[config.mk]
export PLATFORM = sky130hd
export DESIGN_NAME = spatz_l1d_maint_arbiter
export DESIGN_NICKNAME = d
export VERILOG_FILES = /design/src/rtl/spatz_l1d_maint_arbiter.sv
export SDC_FILE = /design/constraint.sdc
export NUM_CORES = 1
export LEC_CHECK = 0
export ABC_AREA = 1
export BUFFER_PORTS_ARGS = -buffer_cell sky130_fd_sc_hd__buf_4
export CAP_MARGIN = 30
export CORE_AREA = 4 4 56 58
export CTS_CLUSTER_DIAMETER = 120
export DETAILED_ROUTE_END_ITERATION = 8
export DIE_AREA = 0 0 60 62
export HOLD_SLACK_MARGIN = 0.1
export PLACE_DENSITY_LB_ADDON = 0.3
export SLEW_MARGIN = 20
export SYNTH_ARGS = -nofsm -noshare
export SYNTH_HDL_FRONTEND = slang
export SYNTH_SLANG_ARGS = --single-unit
[constraint.sdc]
create_clock -name clk_i -period 2 [get_ports clk_i]
set_input_delay 0.2 -clock clk_i [delete_from_list [all_inputs] [get_ports clk_i]]
set_output_delay 0.2 -clock clk_i [all_outputs]
set_load 0.03 [all_outputs]
[src/rtl/spatz_l1d_maint_arbiter.sv]
// spatz_l1d_maint_arbiter
//   Shares the L1D maintenance port (flush / invalidate) among NrReq requesters.
//   Round-robin grant, one operation in flight, per-requester completion pulse.
//
// Ports
//   clk_i, rst_i        clock, asynchronous active-high reset
//   req_valid_i         per-requester request pending
//   req_insn_i          per-requester opcode, packed [i*InsnWidth +: InsnWidth]
//   req_ready_o         one-hot acceptance (IDLE only)
//   done_o              one-cycle completion pulse to the owner
//   l1d_insn_o          opcode to the cache (0 in IDLE, latched opcode otherwise)
//   l1d_insn_valid_o    one-cycle issue strobe
//   l1d_insn_ready_i    cache completion strobe
//   l1d_busy_o          high whenever not IDLE
//   timeout_o           sticky watchdog flag
//
// Configuration
//   SPATZ_L1D_MAINT_TIMEOUT_EN: enables the WAIT watchdog (TimeoutCycles). Without it WAIT
//   waits indefinitely and timeout_o is tied to 0.
module spatz_l1d_maint_arbiter #(
  parameter int unsigned NrReq         = 4,
  parameter int unsigned InsnWidth     = 2,
  parameter int unsigned TimeoutCycles = 4096
) (
  input  logic                       clk_i,
  input  logic                       rst_i,
  input  logic [NrReq-1:0]           req_valid_i,
  input  logic [NrReq*InsnWidth-1:0] req_insn_i,
  output logic [NrReq-1:0]           req_ready_o,
  output logic [NrReq-1:0]           done_o,
  output logic [InsnWidth-1:0]       l1d_insn_o,
  output logic                       l1d_insn_valid_o,
  input  logic                       l1d_insn_ready_i,
  output logic                       l1d_busy_o,
  output logic                       timeout_o
);

  localparam int unsigned IdxW = (NrReq > 1) ? $clog2(NrReq) : 1;
  localparam logic [InsnWidth-1:0] InsnReserved = {InsnWidth{1'b1}};

  if (NrReq < 2 || InsnWidth < 2 || TimeoutCycles < 2) begin : gen_param_check
    $error("spatz_l1d_maint_arbiter: illegal parameterisation");
  end

  typedef enum logic [1:0] {StIdle, StIssue, StWait, StDone} state_e;

  state_e               state_q, state_d;
  logic [IdxW-1:0]      rr_q, rr_d;
  logic [IdxW-1:0]      owner_q, owner_d;
  logic [InsnWidth-1:0] insn_q, insn_d;

  logic            gnt_found;
  logic [IdxW-1:0] gnt_idx;
  logic [IdxW-1:0] cand;
  logic            timeout_hit;

  // First valid requester at or after the rr pointer, wrapping.
  always_comb begin
    gnt_found = 1'b0;
    gnt_idx   = '0;
    cand      = '0;
    for (int k = 0; k < int'(NrReq); k++) begin
      cand = IdxW'((int'(rr_q) + k) % int'(NrReq));
      if (!gnt_found && req_valid_i[cand]) begin
        gnt_found = 1'b1;
        gnt_idx   = cand;
      end
    end
  end

`ifdef SPATZ_L1D_MAINT_TIMEOUT_EN
  localparam int unsigned CntW = $clog2(TimeoutCycles + 1);

  logic [CntW-1:0] cnt_q, cnt_d;
  logic            timeout_q, timeout_d;

  assign timeout_hit = (state_q == StWait) && (cnt_q == CntW'(TimeoutCycles - 1));

  always_comb begin
    cnt_d     = cnt_q;
    timeout_d = timeout_q;
    // WAIT is only ever entered from ISSUE, so clearing there covers every entry.
    if (state_q == StIssue) begin
      cnt_d = '0;
    end else if (state_q == StWait) begin
      cnt_d = cnt_q + 1'b1;
    end
    if (timeout_hit && !l1d_insn_ready_i) begin
      timeout_d = 1'b1;
    end
  end

  always_ff @(posedge clk_i or posedge rst_i) begin
    if (rst_i) begin
      cnt_q     <= '0;
      timeout_q <= 1'b0;
    end else begin
      cnt_q     <= cnt_d;
      timeout_q <= timeout_d;
    end
  end

  assign timeout_o = timeout_q;
`else
  assign timeout_hit = 1'b0;
  assign timeout_o   = 1'b0;
`endif

  always_comb begin
    state_d          = state_q;
    rr_d             = rr_q;
    owner_d          = owner_q;
    insn_d           = insn_q;
    req_ready_o      = '0;
    done_o           = '0;
    l1d_insn_valid_o = 1'b0;
    unique case (state_q)
      StIdle: begin
        if (gnt_found) begin
          req_ready_o[gnt_idx] = 1'b1;
          owner_d = gnt_idx;
          insn_d  = req_insn_i[int'(gnt_idx)*InsnWidth +: InsnWidth];
          rr_d    = (gnt_idx == IdxW'(NrReq - 1)) ? '0 : gnt_idx + 1'b1;
          // Reserved opcode is acknowledged without touching the cache.
          state_d = (insn_d == InsnReserved) ? StDone : StIssue;
        end
      end
      StIssue: begin
        l1d_insn_valid_o = 1'b1;
        state_d = l1d_insn_ready_i ? StDone : StWait;
      end
      StWait: begin
        if (l1d_insn_ready_i || timeout_hit) begin
          state_d = StDone;
        end
      end
      StDone: begin
        done_o[owner_q] = 1'b1;
        state_d = StIdle;
      end
      default: state_d = StIdle;
    endcase
  end

  always_ff @(posedge clk_i or posedge rst_i) begin
    if (rst_i) begin
      state_q <= StIdle;
      rr_q    <= '0;
      owner_q <= '0;
      insn_q  <= '0;
    end else begin
      state_q <= state_d;
      rr_q    <= rr_d;
      owner_q <= owner_d;
      insn_q  <= insn_d;
    end
  end

  assign l1d_busy_o = (state_q != StIdle);
  assign l1d_insn_o = (state_q == StIdle) ? '0 : insn_q;

endmodule

Word level (Yosys, flattened, before mapping):

Index checks and enable logic that the tools add are counted.

* output and inout port bits: 13
* register bits: 8
* input bits: 15
* logic and storage cells: 67

* muxes and demuxes: 31
* add/subtract/negate cells: 4
* eq/ne operators: 7
* reductions and logical operators: 12
* shift-type cells: 1
* $lt $le $gt $ge: 8

Operator list (count)
* $lt A2 B3 Y1 const B: 6
* $mux W2: 9
* $mux W1: 12
* $mux W4: 3
* $bmux W1 S2: 4
* $eq A2 B2 Y1 const B: 4
* $pmux W2 S4: 1
* $shiftx A8 B4 Y2: 1
* $logic_and A1 B1 Y1: 5
* $add A2 B1 Y2 const B: 2
* $add A2 B2 Y2 const B: 2
* $demux W1 S2: 2
* $ge A2 B1 Y1 const B: 2
* $ne A2 B2 Y1 const B: 2
* $reduce_and A2 Y1: 2
* $logic_not A1 Y1: 3
* $eq A2 B1 Y1 const B: 1
* $logic_not A2 Y1: 1
* $reduce_bool A2 Y1: 1

Depth between registers and ports, before layout:

Gate-level depths: netlist of the first run.

* depth in word-level cells: 18
* gate-level depth with buffers: 15
* depth with buffers taken out: 14

Least setup slack after synthesis of the first run:

OpenSTA, ideal clock, no wires.

* kind: register -> output
* start point: register rr_q[0]
* end point: output port req_ready_o[1]
* buffers on the path: 1
* arrival time: 1.831 ns
* required time: 1.800 ns
* slack: -0.031 ns
* cell stages (with the launch flop): 14
* cell sequence: dfrtp_1 -> buf_6 -> inv_8 -> nand2_4 -> nand3_1 -> nand2_2 -> inv_1 -> nand2_1 -> nand2_4 -> nand3_4 -> inv_1 -> ha_1 -> inv_1 -> nor2_1

* longest elaborated chain between the ends: 18
* elaborated cells on any way between the ends: 32
* classes of those cells: add/sub (3); order compare (2); mux (20); reduce/logical (7)

RTL lines
* start: declaration: RTL line 48 `logic [IdxW-1:0] rr_q, rr_d;`
* start signal: assignment: RTL line 153 `rr_q <= rr_d;`
* branches (longest 11 deep; another with $add A2 B1 Y2)
* $mux W2 (*): RTL line 64 `if (!gnt_found && req_valid_i[cand]) begin`
* via gnt_idx[0]: RTL line 53 `logic [IdxW-1:0] gnt_idx;`
* $lt A2 B3 Y1 (not written as such) / $ge A2 B1 Y1 (equally long branches): RTL line 120 `req_ready_o[gnt_idx] = 1'b1;`
* $logic_and A1 B1 Y1 (not written as such): RTL line 120
* $mux W1 (not written as such): RTL line 120
* $demux W1 S2 (*): RTL line 120
* $mux W4 (*): RTL line 119 `if (gnt_found) begin`
* $mux W4 (*): RTL line 117 `unique case (state_q)`
* end: declaration: RTL line 29 `output logic [NrReq-1:0] req_ready_o,`

Mark *: on every way through the listed nets, which the timed path passes. The select of a mux whose other input is x is not followed.

Worst setup path in the final report of the first run:

* start point: register rr_q[0]
* end point: output port req_ready_o[2]

* longest elaborated chain between the ends: 18
* elaborated cells on any way between the ends: 32
* classes of those cells: add/sub (3); order compare (2); mux (20); reduce/logical (7)

RTL lines (RTL line)
* branches (longest 16 deep; another with $lt A2 B3 Y1)
* $mux W4 (*): 119
* $mux W4 (*): 117

Every way passes the cells marked *. The select of a mux whose other input is x is not followed.

==> results of run 1 <==
## layer usage
| layer | vias up | GRT usage | routed length [um] |
|---|---|---|---|
| met5 | - | 0 | 0 |
| met4 | 0 | 0.0475 | 35 |
| met3 | 4 | 0.0145 | 120 |
| met2 | 25 | 0.267 | 1340 |
| met1 | 488 | 0.199 | 1130 |
| li1 | 551 | - | - |
## worst register-to-register path, delay by kind of cell, from the launching register on
kind | cells | cell delay, ps
AND/OR/NAND/NOR | 12 | 920
buffers and inverters | 4 | 590
AO/OA/AOI/OAI | 1 | 130
flip-flops | 1 | 490
## cells in the final DEF, fill, tap and decap left out, types with 3 or more instances in the layout
cell type / n
o21ai_1: 4
ha_4: 4
nor2_1: 6
nand3_1: 5
inv_2: 7
buf_6: 4
ha_1: 4
dfrtp_1: 6
nor2_4: 3
nand2_1: 25
nand4_1: 4
nand2_4: 6
clkbuf_4: 3
buf_4: 36
nand3_2: 8
nand2_2: 18
nor3_1: 4
inv_1: 25
a21oi_1: 4
## per-stage QoR
step / instance area [um^2] / instances / TNS, ps
finish: 1540 / 225 / -1220
global route: 1540 / 225 / -1990
CTS: 1460 / 221 / -846
detailed placement: 1260 / 209 / -649
global placement: 1260 / 209 / -345
floorplan: 1030 / 151 / 0
## registers in the layout, summed over array words and instances, names as in the netlist
name     cells
owner_q      2
rr_q         2
state_q      2
insn_q       2
## cell type report
type	instances	area (um^2)
tap	31	38.8
timing repair buffer	42	345
sequential	8	203
fill	257	1120
inverter	36	153
clock buffer	3	22.5
multi-input combinational	105	776
## worst max path at each step
stage,cells past startpoint,slack (ps),from,end
after global routing,14,-320,rr_q[0],req_ready_o[2]
after detailed placement,12,-150,rr_q[0],req_ready_o[3]
after global placement,13,-100,rr_q[0],req_ready_o[3]
final,14,-230,rr_q[0],req_ready_o[2]
after floorplan,11,10,rr_q[0],req_ready_o[0]
after CTS,14,-210,rr_q[0],req_ready_o[2]
## logic make-up (layout without fill, tap and decap cells)
logic type / Yosys count / count (layout)
buffers and inverters: 38 / 81
adders and majority gates: 8 / 8
and+or+nand+nor: 83 / 83
AOI/OAI and AO/OA: 13 / 13
DFF: 8 / 8
other: 1 / 1
## timing repair
| action | in CTS | in global routing |
|---|---|---|
| resized for setup | 33 | 12 |
| buffers inserted | 8 | 4 |
| endpoints found under the hold margin | 8 | 0 |
| setup endpoints to repair | 7 | 7 |
| pin swaps | 19 | 15 |
| hold buffers | 1 | 0 |
==> results.sh, run 1 <==
export IMPL_status="complete, but fails checks"
export IMPL_violations="negative setup slack"
export IMPL_reg2reg_slack_ps=-190
export IMPL_rows=19
export IMPL_synth_edf_count=0
export IMPL_clk_latency_ps=250
export IMPL_drc=0
export IMPL_vias=1068
export IMPL_reg2reg_to="state_q[1]"
export IMPL_slowest_delay_ps=490
export IMPL_diodes=0
export IMPL_worstSetupEndpointType="output port"
export IMPL_antenna_found_initial=0
export IMPL_die_y_um=62
export IMPL_critical_path_peak_fanout=6
export IMPL_yosys_area_share_adder=0.0983
export IMPL_min_delay_path_class="in2reg"
export IMPL_finClkSkew_ps=6.61
export IMPL_syn_num_nets=174
export IMPL_synth_seq_cells=8
export IMPL_start_util=0.383
export IMPL_cp_common_cell="nand2_2"
export IMPL_core_um2=2660
export IMPL_cts_num_sinks=8
export IMPL_worstPathArrival_ps=2030
export IMPL_worstHoldStart="l1d_insn_ready_i"
export IMPL_maxCapViolations=0
export IMPL_routabilityCongestion=0.870
export IMPL_clockBufferDepth=2
export IMPL_fin_nets=219
export IMPL_path_clk_slew_ps=60
export IMPL_path_class="reg2out"
export IMPL_synthTopCellsByArea="dfrtp_1 20%, nand2_1 13%, inv_1 12%"
export IMPL_io_pins=28
export IMPL_grt_pass1_vias=1081
export IMPL_cp_required_ps=1800
export IMPL_htreeDepth=1
export IMPL_syn_to_final_growth_pct=51.0
export IMPL_synth_cell_types=27
export IMPL_drt_initial_drc_count=42
export IMPL_synthSimpleGateAreaFrac=0.463
export IMPL_fin_crit_sh=1.12
export IMPL_rsz0062_at_grt="true"
export IMPL_worst_slack_ps=-234
export IMPL_maxClockFrequency_ghz=0.448
export IMPL_overflow=0
export IMPL_timing_rr_start="rr_q[0]"
export IMPL_synthMuxAreaShare=0
export IMPL_grt_max_degree=10
export IMPL_cts_root_buffer="clkbuf_4"
export IMPL_cp_top_family="simple AND/OR/NAND/NOR gates"
export IMPL_die_area_um2=3720
export IMPL_path_buf_inv=4
export IMPL_viasPerCell=4.75
export IMPL_drtAntennaViolNets=0
export IMPL_synthFlopType="dfrtp_1"
export IMPL_cts_buffers=3
export IMPL_grt_pass1_wl_um=4440
export IMPL_dpl_hpwl_um=1940
export IMPL_synthXorXnorAreaFrac=0
export IMPL_async_flop_share=1.00
export IMPL_grt_total_usage=0.153
export IMPL_drt_wl_total_um=2620
export IMPL_fin_util=0.578
export IMPL_hold_path_cell_count=3
export IMPL_fin_crit_ps=2230
export IMPL_cts_tree="done"
export IMPL_yosysMostFrequentCell="nand2_1"
export IMPL_synth_top_family_by_area="simple AND/OR/NAND/NOR gates"
export IMPL_synth_common_cells="36 x nand2_1, 32 x inv_1, 9 x nor2_1"
export IMPL_yosysSeqAreaShare=0.197
export IMPL_preCtsSetupSlack_ps=-147
export IMPL_synth_area_um2=1020
export IMPL_first_pass_iters=4
export IMPL_hold_ws_ps=268
export IMPL_syn_inst=151
export IMPL_min_to="state_q[0]"
export IMPL_syn_area_per_cell_um2=6.74
export IMPL_maxSlewViolCount=0
export IMPL_finalHoldViolCount=0
export IMPL_critical_path_slowest_cell="dfrtp_2"
export IMPL_drive_gt1_frac=0.526
export IMPL_synth_compound_area_frac=0.0786
export IMPL_die_w_um=60
export IMPL_routedWlPerCell_um=11.7
export IMPL_start_kind="register"
export IMPL_portBuffers=26
export IMPL_yosysTopAreaCell="dfrtp_1"
export IMPL_ys_warn_count=0
export IMPL_synth_top_area_share=0.197
export IMPL_setup_viol=7
export IMPL_cp_cell_sequence="buf_6 -> nand2_2 -> nand2_2 -> nand2_2 -> nand2_1 -> nand2_2 -> nand2_2 -> nand2_4 -> nand3_4 -> buf_12 -> ha_4 -> inv_4 -> nor2_4 -> buf_6"
export IMPL_reg2regPathDepth=17
Power of run 1 is not shown: default switching activity piles up to over one toggle a cycle in this logic, so the estimate is an artifact.
==> run 2: changes to the inputs <==
--- a/config.mk
+++ b/config.mk
@@ -5,13 +5,12 @@
 export SDC_FILE = /design/constraint.sdc
 export NUM_CORES = 1
 export LEC_CHECK = 0
-export ABC_AREA = 1
 export BUFFER_PORTS_ARGS = -buffer_cell sky130_fd_sc_hd__buf_4
 export CAP_MARGIN = 30
-export CORE_AREA = 4 4 56 58
+export CORE_AREA = 4 4 48 50
 export CTS_CLUSTER_DIAMETER = 120
 export DETAILED_ROUTE_END_ITERATION = 8
-export DIE_AREA = 0 0 60 62
+export DIE_AREA = 0 0 52 54
 export HOLD_SLACK_MARGIN = 0.1
 export PLACE_DENSITY_LB_ADDON = 0.3
 export SLEW_MARGIN = 20
==> results.sh, run 2 <==
export IMPL_status="completed"
export IMPL_cp_required_ps=1800
export IMPL_slowest_delay_ps=420
export IMPL_worst_slew_pin_slew_ps=584
export IMPL_ys_warn_count=0
export IMPL_critical_path_slowest_cell="dfrtp_2"
export IMPL_preCtsSetupSlack_ps=174
export IMPL_cts_root_buffer="clkbuf_4"
export IMPL_yosysSeqAreaShare=0.279
export IMPL_power_density_nw_per_um2=1390
export IMPL_synth_area_um2=717
export IMPL_viasPerCell=4.86
export IMPL_antenna_found_initial=0
export IMPL_core_um2=1900
export IMPL_slew_headroom=0.607
export IMPL_die_y_um=54
export IMPL_die_w_um=52
export IMPL_synth_seq_cells=8
export IMPL_finClkSkew_ps=5.61
export IMPL_most_common_layout_cells="32 x buf_4, 11 x nand2_1, 10 x nand3_1"
export IMPL_worst_slack_ps=36.6
export IMPL_syn_to_final_growth_pct=47.8
export IMPL_worstPathArrival_ps=1760
export IMPL_drt_initial_drc_count=17
export IMPL_cp_common_cell="buf_4"
export IMPL_maxSlewViolCount=0
export IMPL_synth_cell_types=32
export IMPL_routedWlPerCell_um=12.3
export IMPL_min_delay_path_class="in2reg"
export IMPL_start_util=0.377
export IMPL_drc=0
export IMPL_routabilityCongestion=0.889
export IMPL_synth_top_area_share=0.279
export IMPL_finalHoldViolCount=0
export IMPL_die_area_um2=2810
export IMPL_io_pins=28
export IMPL_async_flop_share=1.00
export IMPL_synthFlopType="dfrtp_1"
export IMPL_path_buf_inv=2
export IMPL_path_class="reg2out"
export IMPL_vias=739
export IMPL_syn_num_nets=112
export IMPL_cts_tree="done"
export IMPL_maxCapViolations=0
export IMPL_cp_top_family="simple AND/OR/NAND/NOR gates"
export IMPL_rsz0062_at_grt="true"
export IMPL_yosysTopAreaCell="dfrtp_1"
export IMPL_start_kind="register"
export IMPL_rows=16
export IMPL_syn_inst=89
export IMPL_path_clk_slew_ps=60
export IMPL_clk_latency_ps=250
export IMPL_fin_nets=150
export IMPL_synth_edf_count=0
export IMPL_cp_cell_sequence="mux2i_1 -> nor2_1 -> nor3_4 -> buf_4 -> ha_1 -> and2_1 -> buf_4"
export IMPL_final_common_cell="buf_4"
export IMPL_worstSetupEndpointType="output port"
export IMPL_synth_common_cells="11 x nand2_1, 10 x nand3_1, 8 x dfrtp_1, 8 x ha_1"
export IMPL_ir_drop_uv=606
export IMPL_setup_viol=0
export IMPL_grt_pass1_wl_um=2910
export IMPL_drt_wl_total_um=1870
export IMPL_maxClockFrequency_ghz=0.509
export IMPL_cts_buffers=3
export IMPL_fin_crit_ps=1960
export IMPL_yosysMostFrequentCell="nand2_1"
export IMPL_critical_path_peak_fanout=6
export IMPL_drtAntennaViolNets=0
export IMPL_syn_area_per_cell_um2=8.06
export IMPL_overflow=0
export IMPL_dpl_hpwl_um=1450
export IMPL_clockBufferDepth=2
export IMPL_grt_max_degree=9
export IMPL_drive_gt1_frac=0.392
export IMPL_grt_pass1_vias=679
export IMPL_fin_setup_tns_ps=0
export IMPL_htreeDepth=1
export IMPL_n_fill_cell=190
export IMPL_fin_crit_sh=0.982
export IMPL_synthTopCellsByArea="dfrtp_1 28%, ha_1 14%, nand3_1 7.0%"
export IMPL_cts_num_sinks=8
export IMPL_first_pass_iters=4
export IMPL_portBuffers=26
export IMPL_diodes=0
export IMPL_leakage_uw=0.000533
export IMPL_grt_total_usage=0.142
[run 2: changes by cell type in the layout (fill, tap and decap cells not counted), moves of 5 or more]
cell     previous run  this run
inv_1              25         4
nand2_1            25        11
nand2_2            18         1
nand2_4             6         0
nand3_1             5        10
nand3_2             8         0
nor2b_1             0         5
o21ai_0             1         6
[run 2: power breakdown]
group          total [uW]  switching [uW]  internal [uW]  leakage, uW
clock                 124            55.3           68.7    0.0000138
sequential            330            80.7            249    0.0000950
combinational        1020             588            434     0.000424
total                1480             724            752     0.000533
[run 2: final timing paths]
check / startpoint / endpoint / slack [ps] / cells past startpoint
max: rr_q[1] / req_ready_o[3] / 40 / 7
min: l1d_insn_ready_i / state_q[0] / 270 / 3
max reg2reg: rr_q[1] / state_q[1] / 410 / 8
min reg2reg: insn_q[0] / insn_q[0] / 470 / 2
max in group asynchronous: rst_i / rr_q[1] / 1290 / 3
min in group asynchronous: rst_i / insn_q[1] / 450 / 3
[run 2: kinds of logic after synthesis]
kind of cell / after synthesis / synth area share
buf+inv: 9 / 0.0523
fa+ha+maj: 8 / 0.140
mux: 1 / 0.0140
flops: 8 / 0.279
simple gates: 44 / 0.340
compound gates: 18 / 0.169
other cells: 1 / 0.00523
[run 2: tightest hold or removal path: stages]
cell	delay (ps)
buf_4	80
a211oi_1	60
a22oi_1	130
[run 2: stage by stage]
step	cell area [um^2]	std cells	total power (uW)	hold WS (ps)	utilization
floorplan	717	89	954	15.7	-
global route	1060	152	1620	279	0.557
finish	1060	152	1480	266	0.557
detailed placement	957	143	1270	183	0.503
global placement	957	143	1250	182	0.503
CTS	1020	149	1430	253	0.535
[run 2: metal layers]
layer / global-route usage / vias to the layer above / routed length, um
met1: 0.158 / 329 / 792
met3: 0.0249 / 2 / 138
li1: - / 381 / -
met4: 0.0873 / 0 / 10
met2: 0.251 / 27 / 932
met5: 0 / - / 0
[run 2: repair_timing]
| item | 4_1_cts | 5_1_grt |
|---|---|---|
| pin swaps | 1 | 3 |
| buffers inserted | 2 | 3 |
| endpoints found under the hold margin | 8 | 0 |
| hold buffers | 1 | 0 |
| setup endpoints to repair | 4 | 4 |
| gates resized for setup | 2 | 8 |
[run 2: cell type report]
type,count,area (um^2),share of cell area
multi-input combinational,72,503,0.475
inverter,7,26.3,0.0248
tap,27,33.8,0.0319
clock buffer,3,22.5,0.0213
sequential,8,201,0.190
timing repair buffer,35,273,0.257
(Power assumes the default switching activity.)
